--- config.mk ---
export PLATFORM = sky130hd
export DESIGN_NAME = mem_bus_arbiter
export DESIGN_NICKNAME = d
export VERILOG_FILES = /design/src/rtl/mem_arb_pkg.sv /design/src/rtl/mem_arb_select.sv /design/src/rtl/mem_bus_arbiter.sv
export SDC_FILE = /design/constraint.sdc
export NUM_CORES = 1
export LEC_CHECK = 0
export ABC_AREA = 1
export CORE_MARGIN = 2
export CORE_UTILIZATION = 42
export DETAILED_ROUTE_END_ITERATION = 16
export GPL_TIMING_DRIVEN = 0
export PLACE_DENSITY_LB_ADDON = 0.15
export SYNTH_ARGS = -nofsm -noshare
export SYNTH_HDL_FRONTEND = slang
export SYNTH_SLANG_ARGS = --single-unit
--- constraint.sdc ---
create_clock -name clock -period 1.55 [get_ports clock]
set_clock_uncertainty 0.1 [all_clocks]
set_input_delay 0.31 -clock clock [delete_from_list [all_inputs] [get_ports clock]]
set_output_delay 0.31 -clock clock [all_outputs]
set_load 0.02 [all_outputs]
--- src/rtl/mem_arb_pkg.sv ---
// mem_arb_pkg -- shared types and default widths for the two-master memory arbiter.  Rev 1.0
`default_nettype none

package mem_arb_pkg;

   typedef enum logic [1:0] {
      IDLE   = 2'd0,
      ACCESS = 2'd1,
      RESP   = 2'd2
   } arb_state_t;

   typedef enum logic {
      OWN_M0 = 1'b0,
      OWN_M1 = 1'b1
   } arb_owner_t;

   localparam int ADDR_W_DEFAULT = 8;
   localparam int DATA_W_DEFAULT = 8;
   localparam int STARVE_CNT_W   = 4;

endpackage

`default_nettype wire

--- src/rtl/mem_arb_select.sv ---
// mem_arb_select -- winner pick for the arbiter; fixed priority with m1 starvation guard,
// or round-robin when MEM_ARB_ROUND_ROBIN_EN is defined.  Rev 1.0
`default_nettype none

module mem_arb_select
   import mem_arb_pkg::*;
#(
   parameter int STARVE_LIMIT = 4
) (
`ifdef MEM_ARB_ROUND_ROBIN_EN
   input  arb_owner_t last_owner,
`else
   input  logic       clock,
   input  logic       reset,
   input  logic       arb_en,
`endif
   input  logic       m0_req,
   input  logic       m1_req,
   output logic       any_req,
   output arb_owner_t winner
);

   assign any_req = m0_req | m1_req;

`ifdef MEM_ARB_ROUND_ROBIN_EN

   // On contention the master that was not granted last wins.
   always_comb begin
      winner = OWN_M0;
      if (m1_req && (!m0_req || last_owner == OWN_M0)) begin
         winner = OWN_M1;
      end
   end

`else

   localparam logic [STARVE_CNT_W-1:0] LIMIT = STARVE_CNT_W'(STARVE_LIMIT);

   logic [STARVE_CNT_W-1:0] starve_cnt;

   always_comb begin
      winner = OWN_M0;
      if (m1_req && (!m0_req || starve_cnt == LIMIT)) begin
         winner = OWN_M1;
      end
   end

   // Counts contentions m1 has lost since its last grant.
   always_ff @(posedge clock or posedge reset) begin
      if (reset) begin
         starve_cnt <= '0;
      end else if (arb_en && any_req) begin
         if (winner == OWN_M1) begin
            starve_cnt <= '0;
         end else if (m1_req && starve_cnt != LIMIT) begin
            starve_cnt <= starve_cnt + 1'b1;
         end
      end
   end

`endif

endmodule

`default_nettype wire

--- src/rtl/mem_bus_arbiter.sv ---
// mem_bus_arbiter -- shares one synchronous memory port between CPU (m0) and DMA/loader (m1).
// Optional round-robin mode: MEM_ARB_ROUND_ROBIN_EN.  Rev 1.0
`default_nettype none

module mem_bus_arbiter
   import mem_arb_pkg::*;
#(
   parameter int ADDR_W       = ADDR_W_DEFAULT,
   parameter int DATA_W       = DATA_W_DEFAULT,
   parameter int STARVE_LIMIT = 4
) (
   input  logic              clock,
   input  logic              reset,
   input  logic              m0_req,
   input  logic [ADDR_W-1:0] m0_addr,
   input  logic              m0_write,
   input  logic [DATA_W-1:0] m0_wdata,
   output logic              m0_gnt,
   output logic              m0_rvalid,
   output logic [DATA_W-1:0] m0_rdata,
   input  logic              m1_req,
   input  logic [ADDR_W-1:0] m1_addr,
   input  logic              m1_write,
   input  logic [DATA_W-1:0] m1_wdata,
   output logic              m1_gnt,
   output logic              m1_rvalid,
   output logic [DATA_W-1:0] m1_rdata,
   output logic [ADDR_W-1:0] mem_address,
   output logic              mem_write,
   output logic [DATA_W-1:0] mem_data_in,
   input  logic [DATA_W-1:0] mem_data_out,
   output logic              busy
);

   arb_state_t        state;
   arb_state_t        state_next;
   arb_owner_t        owner;
   arb_owner_t        winner;
   logic              any_req;
   logic              arbitrate;
   logic [DATA_W-1:0] m0_rdata_q;
   logic [DATA_W-1:0] m1_rdata_q;

   assign arbitrate = (state == IDLE) || (state == RESP);

   mem_arb_select #(
      .STARVE_LIMIT (STARVE_LIMIT)
   ) u_select (
`ifdef MEM_ARB_ROUND_ROBIN_EN
      .last_owner (owner),
`else
      .clock      (clock),
      .reset      (reset),
      .arb_en     (arbitrate),
`endif
      .m0_req     (m0_req),
      .m1_req     (m1_req),
      .any_req    (any_req),
      .winner     (winner)
   );

   always_ff @(posedge clock or posedge reset) begin
      if (reset) begin
         state <= IDLE;
      end else begin
         state <= state_next;
      end
   end

   always_comb begin
      state_next = state;
      case (state)
         IDLE, RESP: state_next = any_req ? ACCESS : IDLE;
         ACCESS:     state_next = mem_write ? IDLE : RESP;
         default:    state_next = IDLE;
      endcase
   end

   // mem_write is only ever high during ACCESS; every other edge clears it.
   always_ff @(posedge clock or posedge reset) begin
      if (reset) begin
         owner       <= OWN_M0;
         mem_address <= '0;
         mem_write   <= 1'b0;
         mem_data_in <= '0;
      end else if (arbitrate && any_req) begin
         owner <= winner;
         if (winner == OWN_M1) begin
            mem_address <= m1_addr;
            mem_write   <= m1_write;
            mem_data_in <= m1_wdata;
         end else begin
            mem_address <= m0_addr;
            mem_write   <= m0_write;
            mem_data_in <= m0_wdata;
         end
      end else begin
         mem_write <= 1'b0;
      end
   end

   always_ff @(posedge clock or posedge reset) begin
      if (reset) begin
         m0_rdata_q <= '0;
         m1_rdata_q <= '0;
      end else if (state == RESP) begin
         if (owner == OWN_M1) begin
            m1_rdata_q <= mem_data_out;
         end else begin
            m0_rdata_q <= mem_data_out;
         end
      end
   end

   assign m0_gnt    = (state == ACCESS) && (owner == OWN_M0);
   assign m1_gnt    = (state == ACCESS) && (owner == OWN_M1);
   assign m0_rvalid = (state == RESP) && (owner == OWN_M0);
   assign m1_rvalid = (state == RESP) && (owner == OWN_M1);
   // Memory data is presented straight through during RESP, then held from the register.
   assign m0_rdata  = m0_rvalid ? mem_data_out : m0_rdata_q;
   assign m1_rdata  = m1_rvalid ? mem_data_out : m1_rdata_q;
   assign busy      = (state != IDLE);

endmodule

`default_nettype wire
==> impl_metrics.env <==
export IMPL_outcome="finished, violations left"
export IMPL_violations="negative setup slack"
export IMPL_cts_buffers=5
export IMPL_place_worst_setup_slack_ns=-0.782
export IMPL_crit_slowest_cell="dfrtp_1"
export IMPL_finalHoldViolations=0
export IMPL_rows=24
export IMPL_drt_initial_drc_count=103
export IMPL_whs_path_depth=1
export IMPL_grtUsageTotal_pct=23.0
export IMPL_grt_overflow_total=0
export IMPL_clkTransAtPathRegs_ns=0.08
export IMPL_yosys_top_cells_area="dfrtp_1, nand2_1, nand3_1"
export IMPL_grt_start_max_net_pins=41
export IMPL_hp_class="reg -> reg"
export IMPL_register_area_sq_mm=0.00100
export IMPL_synth_top_area_share_pct=52.1
export IMPL_cp_cell_sequence="inv_4, nand3_4, buf_8, nand2_2, o21ai_4, buf_6"
export IMPL_synth_ff_type="dfrtp_1"
export IMPL_p_leak_nw=1.73
export IMPL_finalMaxSlewViolations=0
export IMPL_start_util_pct=43.8
export IMPL_syn2layout_area_growth_pct=74.2
export IMPL_worstSetupStartpointType="register"
export IMPL_ys_types=16
export IMPL_port_buffers=83
export IMPL_wl_per_cell_um=13.4
export IMPL_wl_um=5380
export IMPL_clock_root_buffer="clkbuf_8"
export IMPL_post_synth_top_count_cell="nand2_1"
export IMPL_setup_slack_ns=-0.268
export IMPL_clk_latency_ns=0.29
export IMPL_cp_top_family="flip-flops"
export IMPL_synth_seq_cells=40
export IMPL_synth_top_cell_by_area="dfrtp_1"
export IMPL_yosysSeqAreaShare_pct=52.1
export IMPL_h_tree_depth=2
export IMPL_power_density_mw_per_mm2=1490
export IMPL_fin_crit_sh_pct=117
export IMPL_insertedDiodeCount=0
export IMPL_slowest_delay_ns=0.42
export IMPL_ant_nets=0
export IMPL_critPathMaxFanout=5
export IMPL_cts_tree="built"
export IMPL_async_flop_share_pct=100
export IMPL_dr_pass1_iters=4
export IMPL_final_setup_tns_ns=-4.31
export IMPL_yosysWarningCount=0
export IMPL_multi_input_area_sq_um=912
export IMPL_cp_required_ns=1.14
export IMPL_path_buf_inv=3
export IMPL_peakVddDrop_uv=866
export IMPL_drive_gt1_share_pct=27.3
export IMPL_die_height_um=71.6
export IMPL_synth_edf_count=0
export IMPL_maxSlewHeadroom_pct=47.6
export IMPL_vias_per_cell=4.76
export IMPL_rr_worst_depth=8
export IMPL_tightestPinTransition_ns=0.785
export IMPL_dp_hpwl_um=3420
export IMPL_cts_sinks=40
export IMPL_cp_arrival_ns=1.41
export IMPL_grt_pass1_vias=1872
export IMPL_path_depth=6
export IMPL_synth_area_per_cell_sq_um=7.87
export IMPL_fill_cells=323
export IMPL_syn_cell_area_sq_mm=0.00192
export IMPL_die_area_sq_mm=0.00513
export IMPL_coreArea_sq_mm=0.00438
export IMPL_fmax_mhz=550
export IMPL_cp_end_kind="output pin"
export IMPL_syn_num_nets=292
export IMPL_vias=1905
export IMPL_antenna_found_initial=0
export IMPL_final_util_pct=76.3
export IMPL_rsz0062_at_grt="yes"
export IMPL_whs_ns=0.368
export IMPL_ios=84
export IMPL_grt_pass1_wl_um=9070
export IMPL_cts_hold_buffers=0
export IMPL_drcViolationCount=0
export IMPL_worstSetupPathType="reg -> out"
export IMPL_die_w_um=71.6
export IMPL_gp_congestion=0.754
export IMPL_cts_buffer_depth=2
export IMPL_synth_cells_most_frequent="nand2_1, inv_1, dfrtp_1"
export IMPL_period_needed_ns=1.82
export IMPL_final_nets=395
export IMPL_synthCells=244
export IMPL_setup_viol=20
export IMPL_cap_violations=0
layer usage:
layer | routed length [um] | GRT usage, % | vias up
li1 | - | - | 947
met1 | 2130 | 29.8 | 901
met2 | 2910 | 39.0 | 53
met3 | 298 | 5.49 | 4
met4 | 42 | 5.66 | 0
met5 | 0 | 0 | -
registers in the layout (all words and copies together), names as in the netlist:
signal / cells
state: 2
mem_data_in: 8
m1_rdata_q: 8
mem_write: 1
m0_rdata_q: 8
mem_address: 8
u_select.starve_cnt: 4
owner: 1
power breakdown:
group | total [mW] | leakage, nW | switching, mW | internal [mW]
Combinational | 2.47 | 1.18 | 1.32 | 1.15
Clock | 0.921 | 0.0645 | 0.353 | 0.568
Sequential | 1.58 | 0.489 | 0.186 | 1.40
Total | 4.97 | 1.73 | 1.86 | 3.11
path summary, 6_finish.rpt:
check	startpoint	to	slack (ns)
worst max-delay path	state[0]$_DFF_PP0_	m1_rdata[0]	-0.27
worst min-delay path	mem_write$_DFF_PP0_	state[1]$_DFF_PP0_	0.37
worst max register to register	u_select.starve_cnt[0]$_DFFE_PP0P_	mem_data_in[5]$_DFFE_PP0P_	0.07
worst min register to register	mem_write$_DFF_PP0_	state[1]$_DFF_PP0_	0.37
max in group asynchronous	reset	state[1]$_DFF_PP0_	0.42
min in group asynchronous	reset	mem_address[0]$_DFFE_PP0P_	0.38
cell usage in the layout, fill, tap and decap left out, types with 13 or more instances in the layout:
master / n
nand2_2: 13
inv_1: 44
buf_4: 15
nand2_1: 59
dfrtp_1: 38
buf_6: 20
clkdlybuf4s50_1: 45
dlygate4sd2_1: 17
nand3_1: 37
o21ai_4: 16
cell families after synthesis:
group	Yosys count	share of synthesized area, %
buf+inv	59	13.0
flops	40	52.1
simple gates	121	27.3
fa+ha+maj	2	1.30
compound gates	22	6.32
through the flow:
step / std cells / area (sq um) / total power [mW]
6_report: 400 / 3350 / 4.97
5_1_grt: 400 / 3350 / 5.24
4_1_cts: 396 / 3250 / 4.81
3_5_place_dp: 379 / 2820 / 3.49
3_3_place_gp: 379 / 2820 / 3.44
2_1_floorplan: 244 / 1920 / 2.55
repair_timing:
action                     4_1_cts  5_1_grt
buffers inserted                 8        5
cloned                           1        0
resized for setup              191       19
pin swaps                        2        5
setup endpoints to repair       47       40
area by class of cell:
| class | instances | area share (%) |
|---|---|---|
| Sequential cell | 40 | 30.0 |
| Timing Repair Buffer | 97 | 28.9 |
| Multi-Input combinational cell | 145 | 27.3 |
| Inverter | 51 | 5.95 |
| Clock buffer | 7 | 2.88 |
| Buffer | 7 | 2.21 |
| Tap cell | 52 | 1.94 |
| Clock inverter | 1 | 0.898 |
No activity file was read; power rests on OpenSTA's default activity.
